## config.mk

```make
export PLATFORM = sky130hd
export DESIGN_NAME = div_arbiter_flat
export DESIGN_NICKNAME = d
export VERILOG_FILES = /design/src/rtl/div_arbiter_if.sv /design/src/rtl/div_arbiter.sv /design/src/flat_wrapper.sv
export SDC_FILE = /design/constraint.sdc
export NUM_CORES = 1
export LEC_CHECK = 0
export ABC_CLOCK_PERIOD_IN_PS = 2000
export BUFFER_PORTS_ARGS = -buffer_cell sky130_fd_sc_hd__buf_4
export CAP_MARGIN = 10
export CORE_AREA = 2 2 230 232
export CTS_CLUSTER_DIAMETER = 200
export CTS_CLUSTER_SIZE = 25
export DETAILED_ROUTE_END_ITERATION = 10
export DIE_AREA = 0 0 232 234
export PLACE_DENSITY = 0.37
export SLEW_MARGIN = 20
export SYNTH_ARGS = -nofsm -noshare
export SYNTH_HDL_FRONTEND = slang
export SYNTH_SLANG_ARGS = --single-unit
export TNS_END_PERCENT = 10
```

## constraint.sdc

```tcl
create_clock -name clk -period 2 [get_ports clk]
set_input_delay 0.3 -clock clk [delete_from_list [all_inputs] [get_ports clk]]
set_output_delay 0.3 -clock clk [all_outputs]
set_load 0.01 [all_outputs]
```

## src/rtl/div_arbiter_if.sv

```systemverilog
// Bundle of request, response and divider-side signals for div_arbiter.
// slave is the arbiter's view; master is the requesters-plus-divider view.
interface div_arbiter_if #(
    parameter int XLEN = 64
);
    logic            ReqValid0, ReqValid1;
    logic            ReqReady0, ReqReady1;
    logic [XLEN-1:0] ReqSrcA0, ReqSrcA1;
    logic [XLEN-1:0] ReqSrcB0, ReqSrcB1;
    logic            ReqSigned0, ReqSigned1;
    logic            ReqW640, ReqW641;
    logic            ReqRem0, ReqRem1;
    logic            Flush0, Flush1;

    logic            RspValid;
    logic            RspReady;
    logic            RspId;
    logic [XLEN-1:0] RspData;

    logic            DivStart;
    logic [XLEN-1:0] DivSrcA, DivSrcB;
    logic            DivSigned, DivW64;
    logic            DivDone;
    logic [XLEN-1:0] DivQuot, DivRem;

    modport slave (
        input  ReqValid0, ReqValid1, ReqSrcA0, ReqSrcA1, ReqSrcB0, ReqSrcB1,
               ReqSigned0, ReqSigned1, ReqW640, ReqW641, ReqRem0, ReqRem1,
               Flush0, Flush1, RspReady, DivDone, DivQuot, DivRem,
        output ReqReady0, ReqReady1, RspValid, RspId, RspData,
               DivStart, DivSrcA, DivSrcB, DivSigned, DivW64
    );

    modport master (
        output ReqValid0, ReqValid1, ReqSrcA0, ReqSrcA1, ReqSrcB0, ReqSrcB1,
               ReqSigned0, ReqSigned1, ReqW640, ReqW641, ReqRem0, ReqRem1,
               Flush0, Flush1, RspReady, DivDone, DivQuot, DivRem,
        input  ReqReady0, ReqReady1, RspValid, RspId, RspData,
               DivStart, DivSrcA, DivSrcB, DivSigned, DivW64
    );
endinterface

```

## src/rtl/div_arbiter.sv

```systemverilog
// Two-port arbiter/sequencer sharing one iterative divider, with flush draining.
// Optional one-entry result cache enabled by defining DIV_ARBITER_CACHE_EN.
module div_arbiter #(
    parameter int XLEN = 64
) (
    input  logic         clk,
    input  logic         reset,
    div_arbiter_if.slave bus
);
    typedef enum logic [2:0] {IDLE, ISSUE, WAIT, RESP, DRAIN} state_e;

    state_e                     state_q, state_d;
    logic                       prio_q, prio_d;
    logic                       owner_q, owner_d;
    logic [XLEN-1:0]            a_q, a_d, b_q, b_d;
    logic                       sgn_q, sgn_d, w64_q, w64_d, rem_q, rem_d;
    logic [XLEN-1:0]            data_q, data_d;

    logic [1:0]                 req_vld, flush, grant;
    logic [1:0][XLEN-1:0]       src_a, src_b;
    logic [1:0]                 src_sgn, src_w64, src_rem;
    logic                       gsel, g_w64, owner_flush, div_done_acc;
    logic                       hit;
    logic [XLEN-1:0]            hit_data;

    assign src_a   = {bus.ReqSrcA1, bus.ReqSrcA0};
    assign src_b   = {bus.ReqSrcB1, bus.ReqSrcB0};
    assign src_sgn = {bus.ReqSigned1, bus.ReqSigned0};
    assign src_w64 = {bus.ReqW641, bus.ReqW640};
    assign src_rem = {bus.ReqRem1, bus.ReqRem0};
    assign flush   = {bus.Flush1, bus.Flush0};

    // A flush on a port in IDLE hides that port's request for the cycle.
    assign req_vld = {bus.ReqValid1, bus.ReqValid0} & ~flush;

    always_comb begin
        grant = 2'b00;
        if (state_q == IDLE && !reset) begin
            case (req_vld)
                2'b01:   grant = 2'b01;
                2'b10:   grant = 2'b10;
                2'b11:   grant = prio_q ? 2'b10 : 2'b01;
                default: grant = 2'b00;
            endcase
        end
    end

    assign gsel          = grant[1];
    assign g_w64         = (XLEN == 64) ? src_w64[gsel] : 1'b0;
    assign owner_flush   = flush[owner_q];
    assign div_done_acc  = bus.DivDone && (state_q == WAIT || state_q == DRAIN);

    assign bus.ReqReady0 = grant[0];
    assign bus.ReqReady1 = grant[1];

`ifdef DIV_ARBITER_CACHE_EN
    logic            c_vld_q;
    logic [XLEN-1:0] c_a_q, c_b_q, c_quot_q, c_rem_q;
    logic            c_sgn_q, c_w64_q;

    assign hit = c_vld_q && (src_a[gsel] == c_a_q) && (src_b[gsel] == c_b_q) &&
                 (src_sgn[gsel] == c_sgn_q) && (g_w64 == c_w64_q);
    assign hit_data = src_rem[gsel] ? c_rem_q : c_quot_q;

    always_ff @(posedge clk) begin
        if (reset) c_vld_q <= 1'b0;
        else if (div_done_acc) c_vld_q <= 1'b1;
    end

    // Drained results are cached too; the operands are still those in a_q/b_q.
    always_ff @(posedge clk) begin
        if (div_done_acc) begin
            c_a_q    <= a_q;
            c_b_q    <= b_q;
            c_sgn_q  <= sgn_q;
            c_w64_q  <= w64_q;
            c_quot_q <= bus.DivQuot;
            c_rem_q  <= bus.DivRem;
        end
    end
`else
    assign hit      = 1'b0;
    assign hit_data = '0;
`endif

    always_comb begin
        state_d = state_q;
        prio_d  = prio_q;
        owner_d = owner_q;
        a_d     = a_q;
        b_d     = b_q;
        sgn_d   = sgn_q;
        w64_d   = w64_q;
        rem_d   = rem_q;
        data_d  = data_q;
        case (state_q)
            IDLE: begin
                if (|grant) begin
                    owner_d = gsel;
                    a_d     = src_a[gsel];
                    b_d     = src_b[gsel];
                    sgn_d   = src_sgn[gsel];
                    w64_d   = g_w64;
                    rem_d   = src_rem[gsel];
                    if (&req_vld) prio_d = ~gsel;
                    if (hit) begin
                        data_d  = hit_data;
                        state_d = RESP;
                    end else begin
                        state_d = ISSUE;
                    end
                end
            end
            ISSUE: state_d = owner_flush ? DRAIN : WAIT;
            WAIT: begin
                if (bus.DivDone) begin
                    if (owner_flush) begin
                        state_d = IDLE;
                    end else begin
                        data_d  = rem_q ? bus.DivRem : bus.DivQuot;
                        state_d = RESP;
                    end
                end else if (owner_flush) begin
                    state_d = DRAIN;
                end
            end
            RESP:    if (bus.RspReady || owner_flush) state_d = IDLE;
            DRAIN:   if (bus.DivDone) state_d = IDLE;
            default: state_d = IDLE;
        endcase
    end

    always_ff @(posedge clk) begin
        if (reset) begin
            state_q <= IDLE;
            prio_q  <= 1'b0;
            owner_q <= 1'b0;
            a_q     <= '0;
            b_q     <= '0;
            sgn_q   <= 1'b0;
            w64_q   <= 1'b0;
            rem_q   <= 1'b0;
            data_q  <= '0;
        end else begin
            state_q <= state_d;
            prio_q  <= prio_d;
            owner_q <= owner_d;
            a_q     <= a_d;
            b_q     <= b_d;
            sgn_q   <= sgn_d;
            w64_q   <= w64_d;
            rem_q   <= rem_d;
            data_q  <= data_d;
        end
    end

    assign bus.DivStart  = (state_q == ISSUE);
    assign bus.DivSrcA   = a_q;
    assign bus.DivSrcB   = b_q;
    assign bus.DivSigned = sgn_q;
    assign bus.DivW64    = w64_q;
    assign bus.RspValid  = (state_q == RESP);
    assign bus.RspId     = owner_q;
    assign bus.RspData   = data_q;
endmodule

```

## src/flat_wrapper.sv

```systemverilog
// flat-port wrapper written by rule: the top's interface ports become plain ports
module div_arbiter_flat 
#(
    parameter int XLEN = 64
)
  (clk, reset, bus_ReqValid0, bus_ReqValid1, bus_ReqSrcA0, bus_ReqSrcA1, bus_ReqSrcB0, bus_ReqSrcB1, bus_ReqSigned0, bus_ReqSigned1, bus_ReqW640, bus_ReqW641, bus_ReqRem0, bus_ReqRem1, bus_Flush0, bus_Flush1, bus_RspReady, bus_DivDone, bus_DivQuot, bus_DivRem, bus_ReqReady0, bus_ReqReady1, bus_RspValid, bus_RspId, bus_RspData, bus_DivStart, bus_DivSrcA, bus_DivSrcB, bus_DivSigned, bus_DivW64);
  div_arbiter_if #(.XLEN(XLEN)) bus_i ();
  input  logic clk;
  input  logic reset;
  input wire logic [$bits(bus_i.ReqValid0)-1:0] bus_ReqValid0;
  input wire logic [$bits(bus_i.ReqValid1)-1:0] bus_ReqValid1;
  input wire logic [$bits(bus_i.ReqSrcA0)-1:0] bus_ReqSrcA0;
  input wire logic [$bits(bus_i.ReqSrcA1)-1:0] bus_ReqSrcA1;
  input wire logic [$bits(bus_i.ReqSrcB0)-1:0] bus_ReqSrcB0;
  input wire logic [$bits(bus_i.ReqSrcB1)-1:0] bus_ReqSrcB1;
  input wire logic [$bits(bus_i.ReqSigned0)-1:0] bus_ReqSigned0;
  input wire logic [$bits(bus_i.ReqSigned1)-1:0] bus_ReqSigned1;
  input wire logic [$bits(bus_i.ReqW640)-1:0] bus_ReqW640;
  input wire logic [$bits(bus_i.ReqW641)-1:0] bus_ReqW641;
  input wire logic [$bits(bus_i.ReqRem0)-1:0] bus_ReqRem0;
  input wire logic [$bits(bus_i.ReqRem1)-1:0] bus_ReqRem1;
  input wire logic [$bits(bus_i.Flush0)-1:0] bus_Flush0;
  input wire logic [$bits(bus_i.Flush1)-1:0] bus_Flush1;
  input wire logic [$bits(bus_i.RspReady)-1:0] bus_RspReady;
  input wire logic [$bits(bus_i.DivDone)-1:0] bus_DivDone;
  input wire logic [$bits(bus_i.DivQuot)-1:0] bus_DivQuot;
  input wire logic [$bits(bus_i.DivRem)-1:0] bus_DivRem;
  output wire logic [$bits(bus_i.ReqReady0)-1:0] bus_ReqReady0;
  output wire logic [$bits(bus_i.ReqReady1)-1:0] bus_ReqReady1;
  output wire logic [$bits(bus_i.RspValid)-1:0] bus_RspValid;
  output wire logic [$bits(bus_i.RspId)-1:0] bus_RspId;
  output wire logic [$bits(bus_i.RspData)-1:0] bus_RspData;
  output wire logic [$bits(bus_i.DivStart)-1:0] bus_DivStart;
  output wire logic [$bits(bus_i.DivSrcA)-1:0] bus_DivSrcA;
  output wire logic [$bits(bus_i.DivSrcB)-1:0] bus_DivSrcB;
  output wire logic [$bits(bus_i.DivSigned)-1:0] bus_DivSigned;
  output wire logic [$bits(bus_i.DivW64)-1:0] bus_DivW64;
  assign bus_i.ReqValid0 = bus_ReqValid0;
  assign bus_i.ReqValid1 = bus_ReqValid1;
  assign bus_i.ReqSrcA0 = bus_ReqSrcA0;
  assign bus_i.ReqSrcA1 = bus_ReqSrcA1;
  assign bus_i.ReqSrcB0 = bus_ReqSrcB0;
  assign bus_i.ReqSrcB1 = bus_ReqSrcB1;
  assign bus_i.ReqSigned0 = bus_ReqSigned0;
  assign bus_i.ReqSigned1 = bus_ReqSigned1;
  assign bus_i.ReqW640 = bus_ReqW640;
  assign bus_i.ReqW641 = bus_ReqW641;
  assign bus_i.ReqRem0 = bus_ReqRem0;
  assign bus_i.ReqRem1 = bus_ReqRem1;
  assign bus_i.Flush0 = bus_Flush0;
  assign bus_i.Flush1 = bus_Flush1;
  assign bus_i.RspReady = bus_RspReady;
  assign bus_i.DivDone = bus_DivDone;
  assign bus_i.DivQuot = bus_DivQuot;
  assign bus_i.DivRem = bus_DivRem;
  assign bus_ReqReady0 = bus_i.ReqReady0;
  assign bus_ReqReady1 = bus_i.ReqReady1;
  assign bus_RspValid = bus_i.RspValid;
  assign bus_RspId = bus_i.RspId;
  assign bus_RspData = bus_i.RspData;
  assign bus_DivStart = bus_i.DivStart;
  assign bus_DivSrcA = bus_i.DivSrcA;
  assign bus_DivSrcB = bus_i.DivSrcB;
  assign bus_DivSigned = bus_i.DivSigned;
  assign bus_DivW64 = bus_i.DivW64;
  div_arbiter #(.XLEN(XLEN)) u_core (.clk(clk), .reset(reset), .bus(bus_i));
endmodule
```

==> implementation parameters <==
Parameter                              Value

Clock tree
  CTS sink cnt ... 200
  CTS max path bufs ... 2
  Source-to-sink clock delay at the later pin of the worst-skew pair ... 0.49 ns
  TritonCTS clock tree ... done
  H-tree lvl count ... 4
  Clock root buffer master ... clkbuf_16
  TritonCTS Buffers ... 17
  CTS clk-pin slew, worst paths ... 0.08 ns

Routing
  Average via count per standard cell ... 3.98
  Final routed wirelength across all metal layers ... 39.6 mm
  Number of iterations in the first detailed-routing pass ... 4
  Routed WL per cell ... 19.3 um
  Vias post-DR ... 8197
  Iteration-0 DRC Markers ... 154
  DRT antenna net count ... 0
  Number of design rule violations left after detail routing ... 0

Yosys
  Synthesized instance count ... 764
  List of most frequent post-synthesis cells ... 200 x dfxtp_1, 195 x mux2i_1, 71 x nor2_1, 69 x o2bb2ai_2, 62 x o2bb2ai_1
  Seq/Total Area, Yosys ... 44.5%
  Average footprint of a synthesized cell ... 11.8 um^2
  Area contributors post-synth ... dfxtp_1 44%, mux2i_1 22%, o2bb2ai_2 12%, o2bb2ai_1 6.0%, a211oi_1 4.5%
  Cell with the most instances after synthesis ... dfxtp_1
  Most area-hungry cell type in the Yosys netlist ... dfxtp_1
  Post-Syn Nets ... 1162
  Fraction of post-synthesis cell area in the top cell type by area ... 44.5%
  Synth async-reset ratio ... 0%
  Number of flops mapped to enable cells by yosys ... 0
  Post-synthesis instance area ... 0.00901 mm^2
  Number of synthesized register bits ... 200
  Synth Flop Type ... dfxtp_1
  Warnings from Yosys ... 0
  Number of distinct standard cells referenced by the synthesized netlist ... 34

Timing
  Post-route clock skew ... 0.0123 ns
  RSZ-0062 raised after global routing ... true
  Fin. max-slew vios ... 0
  Final Critical Period ... 1.93 ns
  Actual slew at the worst max-slew pin ... 0.826 ns
  Slew headroom ... 44.9%
  Number of setup violations in the final report ... 0
  Crit path setup slack, layout ... 0.0701 ns
  Max Clock Freq ... 518 MHz
  Final Hold Violating Endpoints ... 0
  Fraction of the cycle the final worst path needs ... 96.5%

Cells and area
  NumNets Final ... 1752
  Share of post-route cells with drive strength above 1 ... 56.3%
  Area growth syn-to-layout ... 68.0%
  Post-route cell area ... 0.0151 mm^2

Global route
  Antenna violations before repair ... 5
  Total routing resource utilization after global routing ... 14.1%
  Wire length of the first global-routing pass ... 55.5 mm
  Maximum number of pins on one net before global-route repair ... 65
  Via count of the first global-routing pass ... 8274
  Overflow left after global routing ... 0

Place
  Area after detailed placement ... 0.0144 mm^2
  Worst-case setup slack after placement ... 0.0755 ns
  Final Wtd Congestion ... 0.771
  Detailed Place HPWL ... 31.7 mm
  Number of I/O port buffers ... 596

Floorplan
  Initial standard-cell utilization of the core ... 17.3%
  Width of the die ... 232 um
  Die ar. ... 0.0543 mm^2
  Std cell rows ... 84
  Top-Level Pins ... 597
  Area of the core ... 0.0520 mm^2
  Vertical die dimension ... 234 um

Worst setup path
  Critical path endpoint category ... primary output
  Worst EP required ... 1.70 ns
  CP startpoint kind ... flip-flop
  Data arrival time of the critical path ... 1.63 ns
  Largest fanout on the critical path ... 3
  Type of the worst setup path ... reg -> out

Flow run
  Maxcap violations ... 0

Pwr
  Leak pwr ... 0.00702 uW
  Total power divided by cell area ... 696 mW/mm^2
  Worst ir drop on vdd ... 0.000612 V

Run status
  Result of the run ... complete, no violations

Hold path
  Hold Crit Class ... in -> reg
==> logic make-up (layout without fill, tap and decap cells) <==
logic type	after synthesis	count (layout)	synth area share, %
buffers and inverters	74	677	5.02
muxes	196	196	21.8
other	0	2	0
and+or+nand+nor	89	89	4.40
xor gates and xnor gates	2	2	0.195
AOI/OAI and AO/OA	203	203	24.1
DFF	200	200	44.5
==> registers in the layout, indices dropped and copies added (netlist names) <==
name,count
u_core.bus.DivSrcA,64
u_core.bus.DivSrcB,64
u_core.bus.RspData,64
u_core.state_q,3
u_core.bus.DivSigned,1
u_core.bus.DivW64,1
u_core.bus.RspId,1
u_core.prio_q,1
u_core.rem_q,1
==> cell type report <==
class	count	area (um^2)
Antenna cell	2	5.00
Clock buffer	18	439
Clock inverter	14	186
Fill cell	5518	36900
Multi-Input combinational cell	490	4590
Sequential cell	200	4020
Tap cell	688	861
Timing Repair Buffer	645	5040
==> cell usage in the layout (no fill, tap or decap), drive strengths merged, types with 2 or more instances in the layout <==
| cell type | Yosys | routed |
|---|---|---|
| clkbuf | 14 | 18 |
| dfxtp | 200 | 200 |
| inv | 0 | 5 |
| nand3 | 2 | 2 |
| xor2 | 2 | 2 |
| diode | 0 | 2 |
| clkinv | 0 | 2 |
| a31oi | 2 | 2 |
| nor2 | 72 | 72 |
| buf | 60 | 644 |
| bufinv | 0 | 3 |
| a211oi | 64 | 64 |
| o2bb2ai | 131 | 131 |
| clkinvlp | 0 | 4 |
| mux2i | 195 | 195 |
| nand2 | 3 | 3 |
| nor2b | 4 | 4 |
==> power by group <==
| group | internal (uW) | leakage [uW] | switching, uW | total (uW) |
|---|---|---|---|---|
| clock | 2030 | 0.000294 | 1840 | 3870 |
| sequential | 4220 | 0.00164 | 169 | 4390 |
| combinational | 1280 | 0.00509 | 998 | 2280 |
==> layer usage <==
layer / global-route usage, % / vias up / share of wire (%)
met2: 23.8 / 354 / 49
met1: 15.9 / 3727 / 39
li1: - / 4077 / -
met3: 6.18 / 37 / 10
met4: 4.87 / 2 / 1.7
met5: 0 / - / 0.033
==> through the flow <==
step	cells	total power [uW]	setup TNS (ns)	hold WS, ns	util, %
final	2057	10500	0	0.0575	29.1
after global routing	2057	11100	-0.0236	0.0260	29.1
after detailed placement	2015	6800	0	0.448	27.7
after CTS	2052	10800	-0.00115	0.00367	29.0
after global placement	2015	6800	0	0.448	27.7
after floorplan	764	5420	0	0.408	-
==> worst max-delay path, cell delays in order, from the launching register on <==
cell and delay (ns):
dfxtp_1 0.33, or3b_4 0.42, and2_4 0.17, nor2_4 0.10
buf_6 0.12
==> repair_timing <==
action,4_1_cts,5_1_grt
pin swaps,5,3
endpoints found under the hold margin,1,0
hold buffers,1,0
setup endpoints to repair,2,6
resized for setup,9,1
setup buffers,4,3
cloned,0,0
==> path summary, 6_finish.rpt <==
| kind | from | end | slack (ns) | cells past startpoint |
|---|---|---|---|---|
| max | u_core.prio_q | bus_ReqReady0 | 0.07 | 4 |
| min reg2reg | u_core.bus.DivSrcA[54] | u_core.bus.DivSrcA[54] | 0.47 | 1 |
| min | reset | u_core.bus.RspId | 0.06 | 2 |
| max reg2reg | u_core.bus.RspId | u_core.bus.RspData[34] | 0.21 | 5 |
(Power assumes the default switching activity.)
